===== config.mk =====
export PLATFORM = sky130hd
export DESIGN_NAME = ahb_err_subordinate_flat
export DESIGN_NICKNAME = d
export VERILOG_FILES = /design/src/rtl/ahb_err_subordinate_if.sv /design/src/rtl/ahb_err_subordinate.sv /design/src/flat_wrapper.sv
export SDC_FILE = /design/constraint.sdc
export NUM_CORES = 1
export LEC_CHECK = 0
export ABC_CLOCK_PERIOD_IN_PS = 1810
export CAP_MARGIN = 20
export CORE_MARGIN = 2
export CORE_UTILIZATION = 37
export CTS_CLUSTER_DIAMETER = 50
export DETAILED_ROUTE_END_ITERATION = 8
export PLACE_DENSITY = 0.8
export SLEW_MARGIN = 20
export SYNTH_ARGS = -nofsm -noshare
export SYNTH_HDL_FRONTEND = slang
export SYNTH_SLANG_ARGS = --single-unit

===== constraint.sdc =====
create_clock -name HCLK -period 1.81 [get_ports HCLK]
set_input_delay 0.2715 -clock HCLK [delete_from_list [all_inputs] [get_ports HCLK]]
set_output_delay 0.2715 -clock HCLK [all_outputs]
set_load 0.03 [all_outputs]

===== src/rtl/ahb_err_subordinate_if.sv =====
// AHB-Lite bus bundle between the interconnect and one subordinate.
// The slave modport is the view taken by the subordinate.
interface ahb_err_subordinate_if #(
  parameter int unsigned ADDR_WIDTH = 32,
  parameter int unsigned DATA_WIDTH = 32
);
  logic                  HSEL;
  logic [ADDR_WIDTH-1:0] HADDR;
  logic [1:0]            HTRANS;
  logic                  HWRITE;
  logic [2:0]            HSIZE;
  logic [2:0]            HBURST;
  logic [DATA_WIDTH-1:0] HWDATA;
  logic                  HREADY;
  logic [DATA_WIDTH-1:0] HRDATA;
  logic [1:0]            HRESP;
  logic                  HREADYOUT;

  modport master (
    output HSEL, HADDR, HTRANS, HWRITE, HSIZE, HBURST, HWDATA, HREADY,
    input  HRDATA, HRESP, HREADYOUT
  );

  modport slave (
    input  HSEL, HADDR, HTRANS, HWRITE, HSIZE, HBURST, HWDATA, HREADY,
    output HRDATA, HRESP, HREADYOUT
  );
endinterface


===== src/rtl/ahb_err_subordinate.sv =====
// AHB-Lite default subordinate: answers unmapped transfers with a two-cycle
// ERROR (or zero-data OKAY) after WAIT_STATES wait cycles, and logs them.
module ahb_err_subordinate #(
  parameter int unsigned ADDR_WIDTH  = 32,
  parameter int unsigned DATA_WIDTH  = 32,
  parameter int unsigned WAIT_STATES = 0,
  parameter int unsigned RESP_MODE   = 0,
  parameter int unsigned CNT_WIDTH   = 8
) (
  input  logic                  HCLK,
  input  logic                  HRESETn,
  ahb_err_subordinate_if.slave  bus,
  input  logic                  err_clr,
  output logic [CNT_WIDTH-1:0]  err_count,
  output logic [ADDR_WIDTH-1:0] err_addr,
  output logic                  err_write
);

  localparam int unsigned WCNT_W = 4;
  localparam logic [WCNT_W-1:0] WAIT_LOAD =
    (WAIT_STATES > 0) ? WCNT_W'(WAIT_STATES - 1) : '0;
  localparam logic [1:0] RESP_OKAY  = 2'b00;
  localparam logic [1:0] RESP_ERROR = 2'b01;

  if (WAIT_STATES > 15) begin : g_wait_states_check
    $error("ahb_err_subordinate: WAIT_STATES must be in 0..15");
  end

  typedef enum logic [2:0] {
    S_IDLE = 3'd0,
    S_WAIT = 3'd1,
    S_ERR1 = 3'd2,
    S_ERR2 = 3'd3,
    S_DONE = 3'd4
  } state_t;

  localparam state_t RESP_STATE  = (RESP_MODE != 0) ? S_DONE : S_ERR1;
  localparam state_t ENTRY_STATE = (WAIT_STATES > 0) ? S_WAIT : RESP_STATE;

  state_t                r_state;
  state_t                w_next_state;
  logic [WCNT_W-1:0]     r_wait_cnt;
  logic                  r_hreadyout;
  logic [1:0]            r_hresp;
  logic [CNT_WIDTH-1:0]  r_err_count;
  logic [ADDR_WIDTH-1:0] r_err_addr;
  logic                  r_err_write;
  logic                  w_accept;
  logic                  w_unused;

  assign w_accept = bus.HSEL & bus.HREADY & bus.HTRANS[1];
  assign w_unused = ^{bus.HTRANS[0], bus.HSIZE, bus.HBURST, bus.HWDATA};

  // Next state; completing cycles (IDLE/ERR2/DONE) may start a new response.
  always_comb begin
    w_next_state = r_state;
    case (r_state)
      S_IDLE, S_ERR2, S_DONE: w_next_state = w_accept ? ENTRY_STATE : S_IDLE;
      S_WAIT:                 if (r_wait_cnt == '0) w_next_state = RESP_STATE;
      S_ERR1:                 w_next_state = S_ERR2;
      default:                w_next_state = S_IDLE;
    endcase
  end

  // State, wait counter and state-decoded response flops.
  always_ff @(posedge HCLK or negedge HRESETn) begin
    if (!HRESETn) begin
      r_state     <= S_IDLE;
      r_wait_cnt  <= '0;
      r_hreadyout <= 1'b1;
      r_hresp     <= RESP_OKAY;
    end else begin
      r_state     <= w_next_state;
      r_hreadyout <= (w_next_state != S_WAIT) && (w_next_state != S_ERR1);
      r_hresp     <= ((w_next_state == S_ERR1) || (w_next_state == S_ERR2)) ?
                     RESP_ERROR : RESP_OKAY;
      if ((w_next_state == S_WAIT) && (r_state != S_WAIT)) begin
        r_wait_cnt <= WAIT_LOAD;
      end else if (r_state == S_WAIT) begin
        r_wait_cnt <= r_wait_cnt - WCNT_W'(1);
      end
    end
  end

  // Debug bookkeeping; an accept wins over a clear but restarts the count.
  always_ff @(posedge HCLK or negedge HRESETn) begin
    if (!HRESETn) begin
      r_err_count <= '0;
      r_err_addr  <= '0;
      r_err_write <= 1'b0;
    end else if (w_accept) begin
      if (err_clr) begin
        r_err_count <= CNT_WIDTH'(1);
      end else if (!(&r_err_count)) begin
        r_err_count <= r_err_count + CNT_WIDTH'(1);
      end
      r_err_addr  <= bus.HADDR;
      r_err_write <= bus.HWRITE;
    end else if (err_clr) begin
      r_err_count <= '0;
      r_err_addr  <= '0;
      r_err_write <= 1'b0;
    end
  end

  assign bus.HREADYOUT = r_hreadyout;
  assign bus.HRESP     = r_hresp;
  assign bus.HRDATA    = '0;
  assign err_count     = r_err_count;
  assign err_addr      = r_err_addr;
  assign err_write     = r_err_write;

endmodule


===== src/flat_wrapper.sv =====
// flat-port wrapper written by rule: the top's interface ports become plain ports
module ahb_err_subordinate_flat 
#(
  parameter int unsigned ADDR_WIDTH  = 32,
  parameter int unsigned DATA_WIDTH  = 32,
  parameter int unsigned WAIT_STATES = 0,
  parameter int unsigned RESP_MODE   = 0,
  parameter int unsigned CNT_WIDTH   = 8
)
  (HCLK, HRESETn, err_clr, err_count, err_addr, err_write, bus_HSEL, bus_HADDR, bus_HTRANS, bus_HWRITE, bus_HSIZE, bus_HBURST, bus_HWDATA, bus_HREADY, bus_HRDATA, bus_HRESP, bus_HREADYOUT);
  ahb_err_subordinate_if #(.ADDR_WIDTH(ADDR_WIDTH), .DATA_WIDTH(DATA_WIDTH)) bus_i ();
  input  logic HCLK;
  input  logic HRESETn;
  input  logic err_clr;
  output logic [CNT_WIDTH-1:0] err_count;
  output logic [ADDR_WIDTH-1:0] err_addr;
  output logic err_write;
  input wire logic [$bits(bus_i.HSEL)-1:0] bus_HSEL;
  input wire logic [$bits(bus_i.HADDR)-1:0] bus_HADDR;
  input wire logic [$bits(bus_i.HTRANS)-1:0] bus_HTRANS;
  input wire logic [$bits(bus_i.HWRITE)-1:0] bus_HWRITE;
  input wire logic [$bits(bus_i.HSIZE)-1:0] bus_HSIZE;
  input wire logic [$bits(bus_i.HBURST)-1:0] bus_HBURST;
  input wire logic [$bits(bus_i.HWDATA)-1:0] bus_HWDATA;
  input wire logic [$bits(bus_i.HREADY)-1:0] bus_HREADY;
  output wire logic [$bits(bus_i.HRDATA)-1:0] bus_HRDATA;
  output wire logic [$bits(bus_i.HRESP)-1:0] bus_HRESP;
  output wire logic [$bits(bus_i.HREADYOUT)-1:0] bus_HREADYOUT;
  assign bus_i.HSEL = bus_HSEL;
  assign bus_i.HADDR = bus_HADDR;
  assign bus_i.HTRANS = bus_HTRANS;
  assign bus_i.HWRITE = bus_HWRITE;
  assign bus_i.HSIZE = bus_HSIZE;
  assign bus_i.HBURST = bus_HBURST;
  assign bus_i.HWDATA = bus_HWDATA;
  assign bus_i.HREADY = bus_HREADY;
  assign bus_HRDATA = bus_i.HRDATA;
  assign bus_HRESP = bus_i.HRESP;
  assign bus_HREADYOUT = bus_i.HREADYOUT;
  ahb_err_subordinate #(.ADDR_WIDTH(ADDR_WIDTH), .DATA_WIDTH(DATA_WIDTH), .WAIT_STATES(WAIT_STATES), .RESP_MODE(RESP_MODE), .CNT_WIDTH(CNT_WIDTH)) u_core (.HCLK(HCLK), .HRESETn(HRESETn), .bus(bus_i), .err_clr(err_clr), .err_count(err_count), .err_addr(err_addr), .err_write(err_write));
endmodule

==> results.py <==
metrics = {
    "job": {
        "drv_cap": 0,
    },
    "logic_synthesis": {
        "synth_flop_cell": "dfrtp_1",
        "yosysWarningCount": 0,
        "synth_top_area_share_pct": 48.76,
        "synthCells": 261,
        "ys_seq_area_share_pct": 49.80,
        "async_flop_share_pct": 100.0,
        "synth_cell_types": 39,
        "yosysTopAreaCell": "dfrtp_1",
        "synth_top_cells_by_count": "nand2_1, dfrtp_1, buf_4, nand3b_1, buf_2",
        "synth_area_um2": 2515,
        "synth_seq_cells": 50,
        "synthTopCellsByArea": "dfrtp_1, nand2_1, buf_4",
        "synth-edff-count": 0,
        "yosysMostFrequentCell": "nand2_1",
        "avgSynthCellArea_um2": 9.636,
    },
    "timing": {
        "tightest_slew_ps": 604.9,
        "worst_slack_ps": 57.05,
        "rsz0062_at_grt": "no",
        "finalSetupViolCount": 0,
        "finalCritPeriodShare_pct": 96.85,
        "hold_viol_final": 0,
        "hold_slack_ps": 475.3,
        "final.setup.tns_ps": 0,
        "fmax_mhz": 570.5,
        "worst_clock_skew_ps": 3.392,
        "period_needed_ps": 1753,
        "slew_headroom_pct": 59.67,
        "slew_viol_final": 0,
    },
    "clock_tree": {
        "root_buffer": "clkbuf_8",
        "htreeDepth": 2,
        "path_clk_slew_ps": 90,
        "numCtsBuffers": 5,
        "cts_buffer_depth": 2,
        "cts_sinks": 50,
        "worst_skew_pair.late_latency_ps": 300,
        "cts_tree": "built",
    },
    "worst_setup_path": {
        "critPathTopFamily": "buffers and inverters",
        "crit_chain": "clkdlybuf4s50_1",
        "worstSetupStartpointType": "flip-flop",
        "slowest_stage": "clkdlybuf4s50_1",
        "r2r_start": "u_core.err_count[0]$_DFFE_PN0P_",
        "criticalPathCategory": "flip-flop to output port",
        "required_ps": 1540,
        "critPathMaxStageDelay_ps": 650,
        "startpoint": "u_core.bus.HREADYOUT$_DFF_PN1_",
        "worstPathArrival_ps": 1480,
        "end_kind": "output port",
        "cp_max_fo": 1,
        "cp.buffers_inverters": 1,
    },
    "routing": {
        "final_antenna_net_count": 0,
        "via_per_inst": 4.745,
        "vias": 2026,
        "wl_per_cell_um": 13.06,
        "routed_wl_um": 5577,
        "drt_iter0_drc": 69,
        "drc": 0,
        "first_pass_iters": 4,
    },
    "finish": {
        "antenna_cells": 0,
        "fin_nets": 426,
        "layout-drive-gt1-share_pct": 8.357,
        "area_delta_synth_final_pct": 36.72,
    },
    "power": {
        "vdd_drop_max_mv": 0.3987,
        "p_leak_nw": 1.638,
        "power_density_nw_per_um2": 801.0,
        "power.total_mw": 2.754,
    },
    "floorplanning": {
        "start_util_pct": 37.64,
        "die-area_um2": 7473,
        "fp.dieH_um": 86.45,
        "core_area_um2": 6681,
        "rows": 30,
        "die_w_um": 86.45,
        "io_pins": 154,
    },
    "place": {
        "routabilityCongestion": 0.7395,
        "pre_cts_ws_ps": 158.8,
        "hpwl_um": 4113,
        "port_buffers": 81,
    },
    "worst_hold_path": {
        "hp-start": "u_core.r_wait_cnt[3]$_DFFE_PN0P_",
        "hold_class": "flip-flop to flip-flop",
    },
    "grt": {
        "grt_max_degree": 27,
        "grt_first_pass_wirelength_um": 9335,
        "grt_pass1_vias": 1941,
        "track_usage_pct": 15.54,
        "grt_overflow": 0,
        "antenna_found_initial": 0,
    },
    "status": {
        "outcome": "finished clean",
    },
}
## layout by cell type, fill, tap and decap left out, drive strengths merged, types with 4 or more instances in the layout
cell / netlist / routed
clkdlybuf4s50: 0 / 79
dfrtp: 49 / 49
nor2: 6 / 6
clkbuf: 5 / 5
buf: 42 / 11
conb: 1 / 34
a21oi: 6 / 6
nand2: 71 / 71
nor3: 4 / 4
nand3b: 33 / 33
## registers in the layout, summed over array words and instances (netlist names)
signal / cells
u_core.err_addr: 32
u_core.bus.HRESP: 1
u_core.err_write: 1
u_core.bus.HREADYOUT: 1
u_core.r_wait_cnt: 4
u_core.err_count: 8
u_core.r_state: 3
## through the flow
stage / utilization, % / std cells / area [µm²]
5_1_grt: 51.46 / 427 / 3438
4_1_cts: 51.46 / 427 / 3438
2_1_floorplan: - / 294 / 2639
3_3_place_gp: 49.70 / 418 / 3321
3_5_place_dp: 49.70 / 418 / 3321
6_report: 51.46 / 427 / 3438
## cell families after synthesis
logic type,synth area share (%)
XOR/XNOR,1.045
flip-flops,49.80
AO/OA/AOI/OAI,4.578
multiplexers,2.239
AND/OR/NAND/NOR,28.36
other,0.1491
adder cells (fa/ha/maj),0.9949
buffers and inverters,12.84
## power by group
group          switching [mW]  leakage [nW]  total, mW  internal (mW)
registers               0.101         0.668       1.32           1.22
logic                   0.374         0.912      0.652          0.279
clock network           0.370        0.0579      0.777          0.407
## layer usage
metal,vias to the layer above,part of all wire [%],GRT usage [%]
met5,-,0,0
met4,0,0.70,3.409
met3,6,7.7,4.952
met2,78,49,25.80
met1,979,43,19.91
li1,963,-,-
## area by class of cell
class | instances | area, µm²
sequential | 50 | 1252
fill | 620 | 3243
inverter | 3 | 11.26
clock inverter | 3 | 40.04
timing repair buffer | 92 | 902.1
multi-input combinational | 194 | 1064
clock buffer | 5 | 68.82
tap | 80 | 100.1
## path summary, 6_finish.rpt
check | endpoint | slack, ps | cells past startpoint
max in group asynchronous | u_core.err_write$_DFFE_PN0P_ | 740 | 3
max reg2reg | u_core.err_count[5]$_DFFE_PN0P_ | 360 | 4
max | bus_HREADYOUT | 60 | 1
min | u_core.r_wait_cnt[3]$_DFFE_PN0P_ | 480 | 1
min reg2reg | u_core.r_wait_cnt[3]$_DFFE_PN0P_ | 480 | 1
min in group asynchronous | u_core.err_count[3]$_DFFE_PN0P_ | 510 | 2
## repair_timing
action,4_1_cts,5_1_grt
gates resized for setup,1,0
hold buffers,1,0
endpoints found under the hold margin,23,0
setup endpoints to repair,1,0
setup buffers,0,0
## worst register-to-register path: cells and delay by family (launching register included)
family        cells  cell delay [ps]
flops             1              440
simple gates      2              270
fa+ha+maj         1              350
mux               1              290
No activity file was read; power rests on OpenSTA's default activity.
